### src/rtl/trivium_keystream_gen.sv
// Trivium keystream generator: 8 unrolled rounds per clock, 144-edge warm-up, then one byte per read.
// Optional macro TRIVIUM_REKEY_EN adds a synchronous rekey input that restarts initialization.
module trivium_keystream_gen #(
    parameter logic [79:0] KEY = 80'h0,
    parameter logic [79:0] IV  = 80'h0
) (
    input  logic       clk,
    input  logic       rst_n,
`ifdef TRIVIUM_REKEY_EN
    input  logic       rekey,
`endif
    input  logic       keystream_read,
    output logic [7:0] keystream_byte,
    output logic       keystream_valid
);

    typedef enum logic [1:0] {
        INIT,
        FILL,
        READY
    } state_e;

    // Bit i of the vector is Trivium state bit s(i+1).
    localparam logic [287:0] SEED      = {3'b111, 112'h0, IV, 13'h0, KEY};
    localparam logic [7:0]   INIT_LAST = 8'd143;

    state_e       fsm_q, fsm_d;
    logic [7:0]   cnt_q, cnt_d;
    logic [287:0] s_q, s_d, s_adv;
    logic [7:0]   byte_q, byte_d, z_adv;
    logic         valid_q, valid_d;
    logic         rekey_s;

`ifdef TRIVIUM_REKEY_EN
    assign rekey_s = rekey;
`else
    assign rekey_s = 1'b0;
`endif

    // Returns {z, next_state} for a single Trivium round.
    function automatic logic [288:0] trivium_round(input logic [287:0] s);
        logic t1, t2, t3, z;
        t1 = s[65] ^ s[92];
        t2 = s[161] ^ s[176];
        t3 = s[242] ^ s[287];
        z  = t1 ^ t2 ^ t3;
        t1 = t1 ^ (s[90] & s[91]) ^ s[170];
        t2 = t2 ^ (s[174] & s[175]) ^ s[263];
        t3 = t3 ^ (s[285] & s[286]) ^ s[68];
        return {z, s[286:177], t2, s[175:93], t1, s[91:0], t3};
    endfunction

    always_comb begin
        logic [288:0] rnd;
        s_adv = s_q;
        z_adv = '0;
        rnd   = '0;
        for (int i = 0; i < 8; i++) begin
            rnd      = trivium_round(s_adv);
            z_adv[i] = rnd[288];
            s_adv    = rnd[287:0];
        end
    end

    always_comb begin
        fsm_d   = fsm_q;
        cnt_d   = cnt_q;
        s_d     = s_q;
        byte_d  = byte_q;
        valid_d = valid_q;
        if (rekey_s) begin
            fsm_d   = INIT;
            cnt_d   = '0;
            s_d     = SEED;
            byte_d  = '0;
            valid_d = 1'b0;
        end else begin
            case (fsm_q)
                INIT: begin
                    s_d = s_adv;
                    if (cnt_q == INIT_LAST) begin
                        fsm_d = FILL;
                        cnt_d = '0;
                    end else begin
                        cnt_d = cnt_q + 8'd1;
                    end
                end
                FILL: begin
                    s_d     = s_adv;
                    byte_d  = z_adv;
                    valid_d = 1'b1;
                    fsm_d   = READY;
                end
                READY: begin
                    if (keystream_read) begin
                        s_d    = s_adv;
                        byte_d = z_adv;
                    end
                end
                default: begin
                    fsm_d = INIT;
                end
            endcase
        end
    end

    always_ff @(posedge clk or negedge rst_n) begin
        if (!rst_n) begin
            fsm_q   <= INIT;
            cnt_q   <= '0;
            s_q     <= SEED;
            byte_q  <= '0;
            valid_q <= 1'b0;
        end else begin
            fsm_q   <= fsm_d;
            cnt_q   <= cnt_d;
            s_q     <= s_d;
            byte_q  <= byte_d;
            valid_q <= valid_d;
        end
    end

    assign keystream_byte  = byte_q;
    assign keystream_valid = valid_q;

endmodule

### config.mk
export PLATFORM = sky130hd
export DESIGN_NAME = trivium_keystream_gen
export DESIGN_NICKNAME = d
export VERILOG_FILES = /design/src/rtl/trivium_keystream_gen.sv
export SDC_FILE = /design/constraint.sdc
export NUM_CORES = 1
export LEC_CHECK = 0
export BUFFER_PORTS_ARGS = -buffer_cell sky130_fd_sc_hd__buf_4
export CORE_UTILIZATION = 60
export CTS_BUF_LIST = sky130_fd_sc_hd__clkbuf_16
export CTS_CLUSTER_DIAMETER = 150
export DETAILED_ROUTE_END_ITERATION = 16
export MAX_ROUTING_LAYER = met4
export PLACE_DENSITY = 0.76
export RECOVER_POWER = 25
export SYNTH_ARGS = -nofsm -noshare
export SYNTH_HDL_FRONTEND = slang
export SYNTH_SLANG_ARGS = --single-unit
### constraint.sdc
create_clock -name clk -period 3.55 [get_ports clk]
set_input_delay 0.5325 -clock clk [delete_from_list [all_inputs] [get_ports clk]]
set_output_delay 0.5325 -clock clk [all_outputs]
set_load 0.1 [all_outputs]
; Word-level counts from Yosys, hierarchy flattened
; Index checks and enable logic that the tools add are counted.
[totals]
ff_bits = 307
input_bits = 3
out_inout_bits = 9
wordCells = 138
[classes]
n_addsub = 1
eq_ne = 5
mux = 7
n_bitwise = 113
reduce_logical = 7
[op_table]
columns = operator, count
row1 = 288-bit one-hot mux with 2 select lines, 1
row2 = 288-bit two-way mux, 1
row3 = 1-bit bitwise XOR, 88
row4 = 1-bit bitwise AND, 24
row5 = 8-bit two-way mux, 2
row6 = 8-bit one-hot mux with 2 select lines, 1
row7 = 8-bit by 1-bit adder with 8-bit output (second input constant), 1
row8 = 8-bit equality test (second input constant), 1
row9 = 2-bit one-hot mux with 3 select lines, 1
row10 = 2-bit AND reduction, 3
row11 = 2-bit != test (second input constant), 2
row12 = 2-bit nonzero test, 2
row13 = 2-bit by 1-bit equality test with 1-bit output (second input constant), 1
row14 = 2-bit equality test (second input constant), 1
row15 = 2-bit logical NOT, 1
row16 = 2-bit two-way mux, 1
row17 = 2-bit OR reduction, 1
row18 = 1-bit inverter, 1

; Logic depth before layout (Yosys ltp)
[logic_depth]
depth_word = 5
mapped_depth = 7
ltp_nobuf = 4

; Worst setup path after synthesis
; Ideal clock, no wire load.
[synth_path]
kind = input to register
from = input keystream_read
to = register s_q[0]
setup_time_ns = 0.125
t_arrival_ns = 1.646
required_time_ns = 3.425
setup_slack_ns = 1.779
cell_stages = 7
n_path_buf = 4
path_cell_list = nor2b_1 buf_6 nand2b_4 buf_6 buf_12 buf_12 mux2_4
[synth_via]
elab_chain_cells = 2
[synth_rtl]
columns = item, line
row1 = from (decl), 12  ; input logic keystream_read,
row2 = 2-bit != test (no line), -
row3 = 2-bit AND reduction (no line), -
row4 = to (signal assigned), 111  ; s_q <= SEED;
row5 = to (signal assigned), 117  ; s_q <= s_d;
row6 = to (decl), 29  ; logic [287:0] s_q, s_d, s_adv;
; No other way between the ends.
; A chain may end at the register's enable or synchronous reset.

; Worst setup path after layout
[layout_path]
from = register fsm_q[0]
to = register s_q[171]
[layout_via]
elab_chain_cells = 4
word_cells_on_any_way = 8
classes_between = 3 x eq/ne / 1 x mux / 4 x reduce/logical
[layout_rtl]
columns = item, line
row1 = from (decl), 27  ; state_e fsm_q, fsm_d;
row2 = from (signal assigned), 115  ; fsm_q <= fsm_d;
row3 = 2-bit by 1-bit equality test with 1-bit output / 2-bit logical NOT (equally long branches), 78  ; case (fsm_q)
row4 = 2-bit OR reduction (no line), -
row5 = 2-bit nonzero test (no line), -
row6 = 2-bit AND reduction (no line), -
; Parallel ways exist; a longest one is shown, timed or not.

==> results.yml <==
synthesis:
  synth_most_common_cell: "dfrtp_1"
  ys.flop_type: "dfrtp_1"
  syn_inst: 766
  synthTopCellsByArea: "dfrtp_1, mux2_4, mux2_2, buf_12, xor3_1"
  yosysSeqAreaShare_pct: 56.24
  synth_top_area_share_pct: 55.66
  ys_types: 37
  netlist_area_mm2: 0.01367
  async_flop_share_pct: 100.0
  syn_nets: 770
  yosysWarnings: 0
  synth_common_cells: "dfrtp_1, mux2_4, mux2_2"
  synth_edf_count: 0
  synth_top_cell_by_area: "dfrtp_1"
  syn_avg_cell_area_um2: 17.84
  synth-seq-cells: 307
setup_path:
  rr_worst_depth: 4
  cp_max_fo: 71
  regToRegEndpoint: "s_q[171]$_DFFE_PN0P_"
  startpoint_type: "flop"
  crit_path_end_kind: "flop"
  crit_required_ps: 3980
  worstPathArrival_ps: 2800
  startpoint: "fsm_q[0]$_DFFE_PN0P_"
  rr_startpoint: "fsm_q[0]$_DFFE_PN0P_"
  crit_path_end: "s_q[171]$_DFFE_PN0P_"
  path_class: "reg2reg"
  worst-r2r-setup-slack_ps: 1180
detailed_routing:
  drtPass1Iterations: 5
  viasPerCell: 5.556
  wl_met2_um: 10380
  met3_length_um: 819
  wl_met1_um: 10390
  wl_per_cell_um: 20.25
  drc: 0
  routed.top_layer: "met4"
  vias: 6078
  ant_nets: 0
  drtIter0Drc: 265
  routed_wl_um: 22160
timing:
  relSlewSlack_pct: -6.057
  whs_ps: 14.66
  grt_setup_unrepaired: "no"
  report.final.slew_viol_count: 69
  tightest_slew_ps: 1591
  setup_viol: 0
  timing.final.hold_violations: 0
  fin_ws_ps: 1180
  skew_ps: 13.70
  finalCritPeriodShare_pct: 66.77
  tns_ps: 0
  finalWorstPathRequiredPeriod_ps: 2370
  timing.fmax_ghz: 0.4219
place:
  place_area_mm2: 0.01381
  dp_hpwl_um: 14260
  dpl.cell_count: 1038
  pre_cts_ws_ps: 1015
  place_congestion: 0.8132
  port_buffers: 11
pwr:
  ir_drop_mv: 0.4785
  p_per_area_mw_per_mm2: 669.1
  total_power_mw: 9.885
  p_leak_nw: 7.588
cts:
  ctsRootBufferMaster: "clkbuf_16"
  cts_num_sinks: 307
  cts_setup_buffers: 0
  numCtsBuffers: 30
  clock_path_buffers: 3
  cts_tree: "yes"
  htreeDepth: 1
  insertion_delay_ps: 550
  ctsResizeCount: 0
  ctsHoldBuffers: 0
  clk_pin_slew_ps: 60
finish:
  instances_no_fill: 1094
  antenna_cells: 0
  num-fill-cells: 1406
  final_cell_area_mm2: 0.01477
  syn_to_final_growth_pct: 8.093
  nNetsFinal: 794
  fin_util_pct: 66.86
  multi_input_area_mm2: 0.005431
  drive_above_1_share_pct: 44.47
  regArea_mm2: 0.007686
run_status:
  outcome: "finished, violations left"
  violations: "capacitance limit, slew limit"
worst_hold_path:
  hp-class: "in2async"
global_routing:
  grt_max_degree: 111
  grt-ovfl-total: 0
  antenna_found_initial: 0
  grt_first_pass_wirelength_um: 37500
  grt_use_total_pct: 20.85
  first_global_vias: 6664
floorplan:
  die_h_um: 152.9
  initial_core_util_pct: 61.86
  rows: 54
  die-area_mm2: 0.02339
  die_w_um: 152.9
  core_mm2: 0.02209
  ios: 12
flow_run:
  cap_violations: 1
-- metal layers --
metal	vias up	GRT usage, %
met2	81	31.83
li1	2741	-
met1	3215	29.41
met3	41	3.176
met4	0	5.772
met5	-	-
-- cells in the final DEF (no fill, tap or decap), types with 3 or more instances in the layout --
master and count:
inv_1 9, xnor3_1 16, xor2_1 5, buf_12 8
xnor2_1 23, dfrtp_1 304, nor3_1 6, mux2_4 215
nand2_1 30, buf_4 16, clkinv_1 8, a21oi_1 6
mux2i_1 3, clkinv_2 6, xor3_1 16, nand3_1 3
mux2_2 73, clkbuf_16 30, dfstp_2 3, bufinv_16 4
-- critical path, stage by stage, from the launching register on --
cell and delay [ps]:
dfrtp_1 440, nor2b_1 420, nand2b_4 490, buf_12 450
mux2_2 400
-- cell families (layout without fill, tap and decap cells) --
| kind of cell | after synthesis | count (layout) | synth area share, % |
|---|---|---|---|
| XOR/XNOR | 60 | 60 | 7.214 |
| AND/OR/NAND/NOR | 54 | 54 | 1.904 |
| buffers and inverters | 39 | 87 | 4.019 |
| AO/OA/AOI/OAI | 13 | 13 | 0.5768 |
| adder cells (fa/ha/maj) | 1 | 1 | 0.09154 |
| multiplexers | 292 | 292 | 29.96 |
| flip-flops | 307 | 307 | 56.24 |
-- worst min path at each step --
stage,from,end,cells past startpoint
6_report,rst_n,s_q[45]$_DFFE_PN0P_,1
5_1_grt,rst_n,s_q[32]$_DFFE_PN0P_,1
4_1_cts,rst_n,s_q[29]$_DFFE_PN0P_,1
3_5_place_dp,keystream_valid$_DFFE_PN0P_,keystream_valid$_DFFE_PN0P_,1
3_3_place_gp,keystream_valid$_DFFE_PN0P_,keystream_valid$_DFFE_PN0P_,1
2_1_floorplan,rst_n,cnt_q[0]$_DFFE_PN0N_,0
-- power by group --
group	leakage [nW]	total, mW	switching, mW	internal, mW
sequential	3.69	4.80	0.535	4.26
clock	0.506	3.14	1.31	1.83
combinational	3.39	1.94	0.551	1.39
total	7.59	9.88	2.40	7.49
-- state kept, by name (all words and copies together) (netlist names) --
name	cells
keystream_valid	1
fsm_q	2
cnt_q	8
s_q	288
keystream_byte	8
-- final cells by class --
type	instances	area share (%)
sequential	307	52.03
multi-input combinational	420	36.77
clock buffer	30	5.082
timing repair buffer	27	2.058
inverter	4	0.1016
clock inverter	26	1.592
tap	280	2.371
Note: power is estimated with default switching activity, not from simulation.
